**src/rtl/serial_config_loader.sv**
```systemverilog
`timescale 1ns/1ps
// serial_config_loader
// Turns a serial bit stream into framed configuration words. Each frame is
// DATA_WIDTH payload bits (MSB first) followed by a SYNC_WIDTH marker. A
// SYNC_WORD marker queues the payload in a small show-ahead FIFO. An END_WORD
// marker ends the stream. Words leave on a valid/ready handshake.
// Optional feature macro: CONFIG_CRC_CHECK_EN adds a CRC-16-CCITT trailer check
// (crc_error output) after END_WORD.
module serial_config_loader #(
    parameter int                    DATA_WIDTH = 32,
    parameter int                    SYNC_WIDTH = 16,
    parameter logic [SYNC_WIDTH-1:0] SYNC_WORD  = 16'hFAB2,
    parameter logic [SYNC_WIDTH-1:0] END_WORD   = 16'hFAB3,
    parameter int                    TIMEOUT    = 49,
    parameter int                    FIFO_DEPTH = 4
) (
    input  logic                  clk,
    input  logic                  resetn,
    input  logic                  bit_in,
    input  logic                  bit_valid,
    input  logic                  restart,
    output logic [DATA_WIDTH-1:0] word_data,
    output logic                  word_valid,
    input  logic                  word_ready,
    output logic                  finished,
    output logic                  overflow,
    output logic [15:0]           word_count
`ifdef CONFIG_CRC_CHECK_EN
    ,
    output logic                  crc_error
`endif
);

    localparam int W  = DATA_WIDTH + SYNC_WIDTH;
    localparam int CW = $clog2(W + 1);
    localparam int TW = $clog2(TIMEOUT + 1);
    localparam int AW = $clog2(FIFO_DEPTH);
    localparam logic [AW:0] DEPTH_CNT = (AW+1)'(FIFO_DEPTH);

    typedef enum logic [1:0] {
        IDLE = 2'd0,
        LOAD = 2'd1,
        DONE = 2'd2
`ifdef CONFIG_CRC_CHECK_EN
        ,
        CRC  = 2'd3
`endif
    } state_t;

    state_t                state, state_nxt;
    logic [W-1:0]          shreg;
    logic [CW-1:0]         bitcnt;
    logic [TW-1:0]         timer;
    logic                  shift_en, push, frame_hit, timer_load, timer_dec;
    logic                  match_sync, match_end;
    logic [DATA_WIDTH-1:0] payload;

    logic [DATA_WIDTH-1:0] mem [FIFO_DEPTH];
    logic [AW-1:0]         rd_ptr, wr_ptr;
    logic [AW:0]           fcount;
    logic                  pop, full, wr_ok, drop;

`ifdef CONFIG_CRC_CHECK_EN
    logic [15:0] crc_calc, crc_rx;
    logic [3:0]  crc_cnt;
    logic        crc_shift, crc_done;

    // CRC-16-CCITT (poly 0x1021), MSB first, over one payload word
    function automatic logic [15:0] crc16_word(input logic [15:0] c,
                                               input logic [DATA_WIDTH-1:0] d);
        logic [15:0] r;
        logic        fb;
        r = c;
        for (int i = DATA_WIDTH - 1; i >= 0; i--) begin
            fb = r[15] ^ d[i];
            r  = {r[14:0], 1'b0};
            if (fb) r = r ^ 16'h1021;
        end
        return r;
    endfunction
`endif

    // Markers are only recognised on a complete frame of fresh bits
    assign match_sync = (bitcnt == CW'(W)) && (shreg[SYNC_WIDTH-1:0] == SYNC_WORD);
    assign match_end  = (bitcnt == CW'(W)) && (shreg[SYNC_WIDTH-1:0] == END_WORD);
    assign payload    = shreg[W-1:SYNC_WIDTH];
    assign finished   = (state == DONE);

    // State register; restart wins over everything else
    always_ff @(posedge clk or negedge resetn) begin
        if (!resetn)      state <= IDLE;
        else if (restart) state <= IDLE;
        else              state <= state_nxt;
    end

    // Next-state and per-cycle control strobes
    always_comb begin
        state_nxt  = state;
        shift_en   = 1'b0;
        push       = 1'b0;
        frame_hit  = 1'b0;
        timer_load = 1'b0;
        timer_dec  = 1'b0;
`ifdef CONFIG_CRC_CHECK_EN
        crc_shift  = 1'b0;
        crc_done   = 1'b0;
`endif
        case (state)
            IDLE, LOAD: begin
                shift_en = bit_valid;
                if (match_sync) begin
                    push       = 1'b1;
                    frame_hit  = 1'b1;
                    timer_load = 1'b1;
                    state_nxt  = LOAD;
                end else if (match_end) begin
                    frame_hit = 1'b1;
`ifdef CONFIG_CRC_CHECK_EN
                    state_nxt = CRC;
`else
                    state_nxt = DONE;
`endif
                end else if (state == LOAD && bit_valid) begin
                    timer_dec = 1'b1;
                    if (timer == TW'(1)) state_nxt = DONE;
                end
            end
`ifdef CONFIG_CRC_CHECK_EN
            CRC: begin
                crc_shift = bit_valid;
                if (bit_valid && crc_cnt == 4'd15) begin
                    crc_done  = 1'b1;
                    state_nxt = DONE;
                end
            end
`endif
            default: ;
        endcase
    end

    // Shift register, frame bit counter and inactivity timer
    always_ff @(posedge clk or negedge resetn) begin
        if (!resetn) begin
            shreg  <= '0;
            bitcnt <= '0;
            timer  <= TW'(TIMEOUT);
        end else if (restart) begin
            shreg  <= '0;
            bitcnt <= '0;
            timer  <= TW'(TIMEOUT);
        end else begin
            if (shift_en) shreg <= {shreg[W-2:0], bit_in};
            if (frame_hit)                           bitcnt <= '0;
            else if (shift_en && bitcnt != CW'(W))   bitcnt <= bitcnt + CW'(1);
            if (timer_load)     timer <= TW'(TIMEOUT);
            else if (timer_dec) timer <= timer - TW'(1);
        end
    end

    assign word_valid = (fcount != '0);
    assign word_data  = word_valid ? mem[rd_ptr] : '0;
    assign pop        = word_valid & word_ready;
    assign full       = (fcount == DEPTH_CNT);
    assign wr_ok      = push && (!full || pop);
    assign drop       = push && full && !pop;

    // FIFO storage: data only, validity is tracked by fcount
    always_ff @(posedge clk) begin
        if (wr_ok) mem[wr_ptr] <= payload;
    end

    // FIFO pointers, occupancy, overflow flag and pushed-word counter
    always_ff @(posedge clk or negedge resetn) begin
        if (!resetn) begin
            rd_ptr     <= '0;
            wr_ptr     <= '0;
            fcount     <= '0;
            overflow   <= 1'b0;
            word_count <= '0;
        end else if (restart) begin
            rd_ptr     <= '0;
            wr_ptr     <= '0;
            fcount     <= '0;
            overflow   <= 1'b0;
            word_count <= '0;
        end else begin
            if (wr_ok) wr_ptr <= wr_ptr + AW'(1);
            if (pop)   rd_ptr <= rd_ptr + AW'(1);
            case ({wr_ok, pop})
                2'b10:   fcount <= fcount + (AW+1)'(1);
                2'b01:   fcount <= fcount - (AW+1)'(1);
                default: ;
            endcase
            if (drop) overflow <= 1'b1;
            if (wr_ok && word_count != 16'hFFFF) word_count <= word_count + 16'd1;
        end
    end

`ifdef CONFIG_CRC_CHECK_EN
    // Running CRC over queued payloads and capture/compare of the trailer
    always_ff @(posedge clk or negedge resetn) begin
        if (!resetn) begin
            crc_calc  <= 16'hFFFF;
            crc_rx    <= '0;
            crc_cnt   <= '0;
            crc_error <= 1'b0;
        end else if (restart) begin
            crc_calc  <= 16'hFFFF;
            crc_rx    <= '0;
            crc_cnt   <= '0;
            crc_error <= 1'b0;
        end else begin
            if (push) crc_calc <= crc16_word(crc_calc, payload);
            if (crc_shift) begin
                crc_rx  <= {crc_rx[14:0], bit_in};
                crc_cnt <= crc_cnt + 4'd1;
            end
            if (crc_done) crc_error <= ({crc_rx[14:0], bit_in} != crc_calc);
        end
    end
`endif

endmodule

```
**config.mk**
```make
export PLATFORM = sky130hd
export DESIGN_NAME = serial_config_loader
export DESIGN_NICKNAME = d
export VERILOG_FILES = /design/src/rtl/serial_config_loader.sv
export SDC_FILE = /design/constraint.sdc
export NUM_CORES = 1
export LEC_CHECK = 0
export BUFFER_PORTS_ARGS = -buffer_cell sky130_fd_sc_hd__buf_2
export CAP_MARGIN = 0
export CORE_MARGIN = 2
export CORE_UTILIZATION = 61
export CTS_BUF_LIST = sky130_fd_sc_hd__clkbuf_8
export CTS_CLUSTER_SIZE = 25
export DETAILED_ROUTE_END_ITERATION = 12
export GPL_TIMING_DRIVEN = 0
export HOLD_SLACK_MARGIN = 0.05
export PLACE_DENSITY = 0.79
export SYNTH_ARGS = -nofsm -noshare
export SYNTH_HDL_FRONTEND = slang
export SYNTH_SLANG_ARGS = --single-unit
export TNS_END_PERCENT = 5
```
**constraint.sdc**
```tcl
create_clock -name clk -period 3.7 [get_ports clk]
set_clock_uncertainty 0.15 [all_clocks]
set_input_delay 1.11 -clock clk [delete_from_list [all_inputs] [get_ports clk]]
set_output_delay 1.11 -clock clk [all_outputs]
set_load 0.03 [all_outputs]
```
==> summary.md <==
| Metric | Value |
|---|---|
| Status | `completed` |
| Slew @ Worst Pin | `0.8725 ns` |
| Die area | `between 0.015 and 0.02 sq mm` |
| Critical path peak fanout | `10` |
| Final min period | `between 3 and 4 ns` |
| Max-slew violation total from the final report | `0` |
| Die H | `about 130 um` |
| Min-delay worst type | `flip-flop to flip-flop` |
| I/O Buffers | `54` |
| Largest net degree at the start of global routing | `58` |
| DR pass1 iterations | `5` |
| GRT Util Overall | `24.02%` |
| Ports | `57` |
| Core Util, Final | `between 70% and 80%` |
| VDD IR max | `~240 uV` |
| Post-Syn Nets | `689` |
| CTS max path bufs | `3` |
| Crit path DAT | `around 2.3 ns` |
| Syn Area/Cell | `around 13 sq um` |
| Area fraction of the dominant cell type after synthesis | `a little over two fifths` |
| Crit path to | `word_data[30]` |
| Reg2reg path depth | `6` |
| Congestion Overflow GR | `0` |
| Cell Count, Final, Fillers Out | `977` |
| Syn-to-layout area delta | `14.51%` |
| Vias | `5,783` |
| Crit Path Category | `flip-flop to output pin` |
| Register area share after synthesis | `about 66%` |
| Slew headroom | `roughly two fifths` |
| CP Launch Type | `flip-flop` |
| HPWL after detailed placement | `about 12,000 um` |
| Clk sinks | `between 200 and 250` |
| Synth area leaders | `edfxtp_1, dfrtp_1, mux4_2` |
| Final Power | `~4500 uW` |
| Layout cells sized above 1 | `around a fifth` |
| Die width | `125.8 um` |
| Yosys warns | `0` |
| FILL cells | `950` |
| DP Cell Count | `between 900 and 1,000` |
| EDFF count, synth | `around 130` |
| Max-cap viol count | `0` |
| Final setup vio count | `0` |
| Total wire length | `roughly 18,000 um` |
| RSZ-0062 raised after global routing | `false` |
| Synth Flop Type | `edfxtp_1` |
| Reg2reg end | `mem[0][3]` |
| Global-route wire length before repair | `~30,000 um` |
| Syn Inst Count | `between 600 and 700` |
| Achievable Freq | `278.9 MHz` |
| Setup slack on the worst flop-to-flop path | `about 0.54 ns` |
| Worst slack, placed | `-0.1619 ns` |
| CTS Buf Count | `34` |
| Final Hold Fails | `0` |
| Worst Slack Setup Final | `0.1150 ns` |
| Post-route ant nets | `0` |
| PD cells | `approximately 440 mW/mm^2` |
| H-tree depth | `2` |
| R2r startpoint | `fcount[0]` |
| Clock latency on the worst-skew pair | `~0.51 ns` |
| First DRT Iteration DRCs | `around 550` |
| Number of synthesized register bits | `between 200 and 250` |
| Crit. Startpoint | `rd_ptr[0]` |
| Vias per cell | `slightly below 6` |
| Rows | `between 40 and 50` |
| CTS tree | `yes` |
| Synth cell types | `52` |
| Reg clk slew, reported paths | `0.06 ns` |
| Async S/R FF share, synth | `40.19%` |
| Post-synth top area cell | `edfxtp_1` |
| Ant. Diodes | `0` |
| Initial antenna violation count | `0` |
| Number of global-route vias before repair | `~6,000` |
| Layout Nets | `around 780` |
| Critical Path RT | `2.44 ns` |
| CORE AREA | `0.01453 sq mm` |
| WHS | `roughly 0.38 ns` |
| P_leak | `between 0.003 and 0.004 uW` |
| Final Cycle Share | `96.89%` |
| CP endpoint kind | `output pin` |
| Gp weighted congestion | `between 0.8 and 0.9` |
| Root Buffer | `clkbuf_8` |
| Routed wire per std cell | `around 19 um` |
| Remaining DRCs | `0` |
| Synthesized area | `0.009052 sq mm` |
| Initial core utilization | `a little over 60%` |
| Setup Fix Bufs, Post-CTS | `0` |
## synthesized netlist by cell type (2+ instances only)
library cell,instances
o31ai_1,11
dfstp_2,3
and2_1,33
buf_2,6
nand3b_1,3
or3_1,6
o21ai_0,11
clkbuf_1,29
nand3_1,19
mux2_2,4
or2_2,2
edfxtp_1,128
mux4_2,32
nor4b_1,2
a21oi_1,66
o21a_1,3
xnor2_1,2
nand2_1,106
dfrtp_1,83
nor2_1,28
buf_1,4
o21bai_1,2
inv_1,18
nand4_1,8
ha_1,9
a31oi_1,2
xor2_1,6
and3_1,6
or4_1,10
nor2b_1,4
nor3_1,3
and4_1,4
## placed cells by master, fill, tap and decap left out, drive strengths merged, types with 4 or more instances in the layout
cell    Yosys  layout
or3         6       6
and3        6       6
dfrtp      83      83
clkinv      0       7
nand2     106     106
nor2b       4       4
o31ai      11      11
nand4       9       9
xor2        6       6
buf        11      70
nor2       28      28
and4        4       4
nand3      19      19
o21ai      11      11
inv        18      31
mux2        4       4
and2       34      34
clkbuf     29      70
ha          9       9
or4        10      10
mux4       32      32
edfxtp    128     128
a21oi      66      66
## per-stage QoR
stage,setup TNS (ns),area (sq um)
CTS,0,10360
detailed placement,-14.01,9693
global route,0,10370
floorplan,-29.46,9052
finish,0,10370
global placement,-200.36,9553
## critical path: stages (launching register included)
cell	delay (ns)
dfrtp_1	0.58
buf_4	0.31
mux4_2	0.53
and2_1	0.20
buf_2	0.18
## worst min-delay path by stage
stage	cells after the start	start	to	slack [ns]
2_1_floorplan	0	shreg[47]	mem[0][31]	0.33
3_3_place_gp	2	overflow	overflow	0.33
3_5_place_dp	2	overflow	overflow	0.37
4_1_cts	2	timer[4]	timer[4]	0.38
5_1_grt	1	resetn	word_count[13]	0.40
6_report	2	timer[4]	timer[4]	0.38
## routing by layer
layer	part of all wire, %	track usage, %	vias to the layer above
li1	-	-	2660
met4	1.2	7.434	0
met1	42	31.52	2923
met2	52	41.40	179
met3	4.9	4.503	21
met5	0	0	-
## flip-flops by register name, indices dropped and copies added (netlist names), 3 cells and up
name and cells:
mem 128, shreg 48, word_count 16, bitcnt 6
timer 6, fcount 3
## report_power, final
part           switching [uW]  internal [uW]  leakage, uW
registers                4.80           2520      0.00245
logic                    80.8           23.9      0.00115
clock network             878           1030     0.000385
total                     964           3570      0.00399
## repair_timing
action	CTS	global route
gates resized for setup	5	2
hold buffers	0	0
pin swaps	0	0
setup endpoints to repair	29	10
## layout make-up
type,count,area (sq um),share of cell area [%]
plain buffers,39,172.7,1.666
clock buffers,42,578.1,5.576
clock inverters,20,87.58,0.8449
inverters,18,67.56,0.6518
multi-input cells,401,2850,27.50
flip-flops and latches,214,6000,57.88
well taps,184,230.2,2.221
repair buffers,59,380.4,3.669
## logic make-up after synthesis
kind of cell / after synthesis / share of synthesized area [%]
buffers and inverters: 58 / 2.571
muxes: 37 / 8.569
and+or+nand+nor: 246 / 14.17
adders and majority gates: 10 / 1.465
AOI/OAI and AO/OA: 100 / 6.178
xor gates and xnor gates: 8 / 0.7740
DFF: 214 / 66.28
Note: power is estimated with default switching activity, not from simulation.
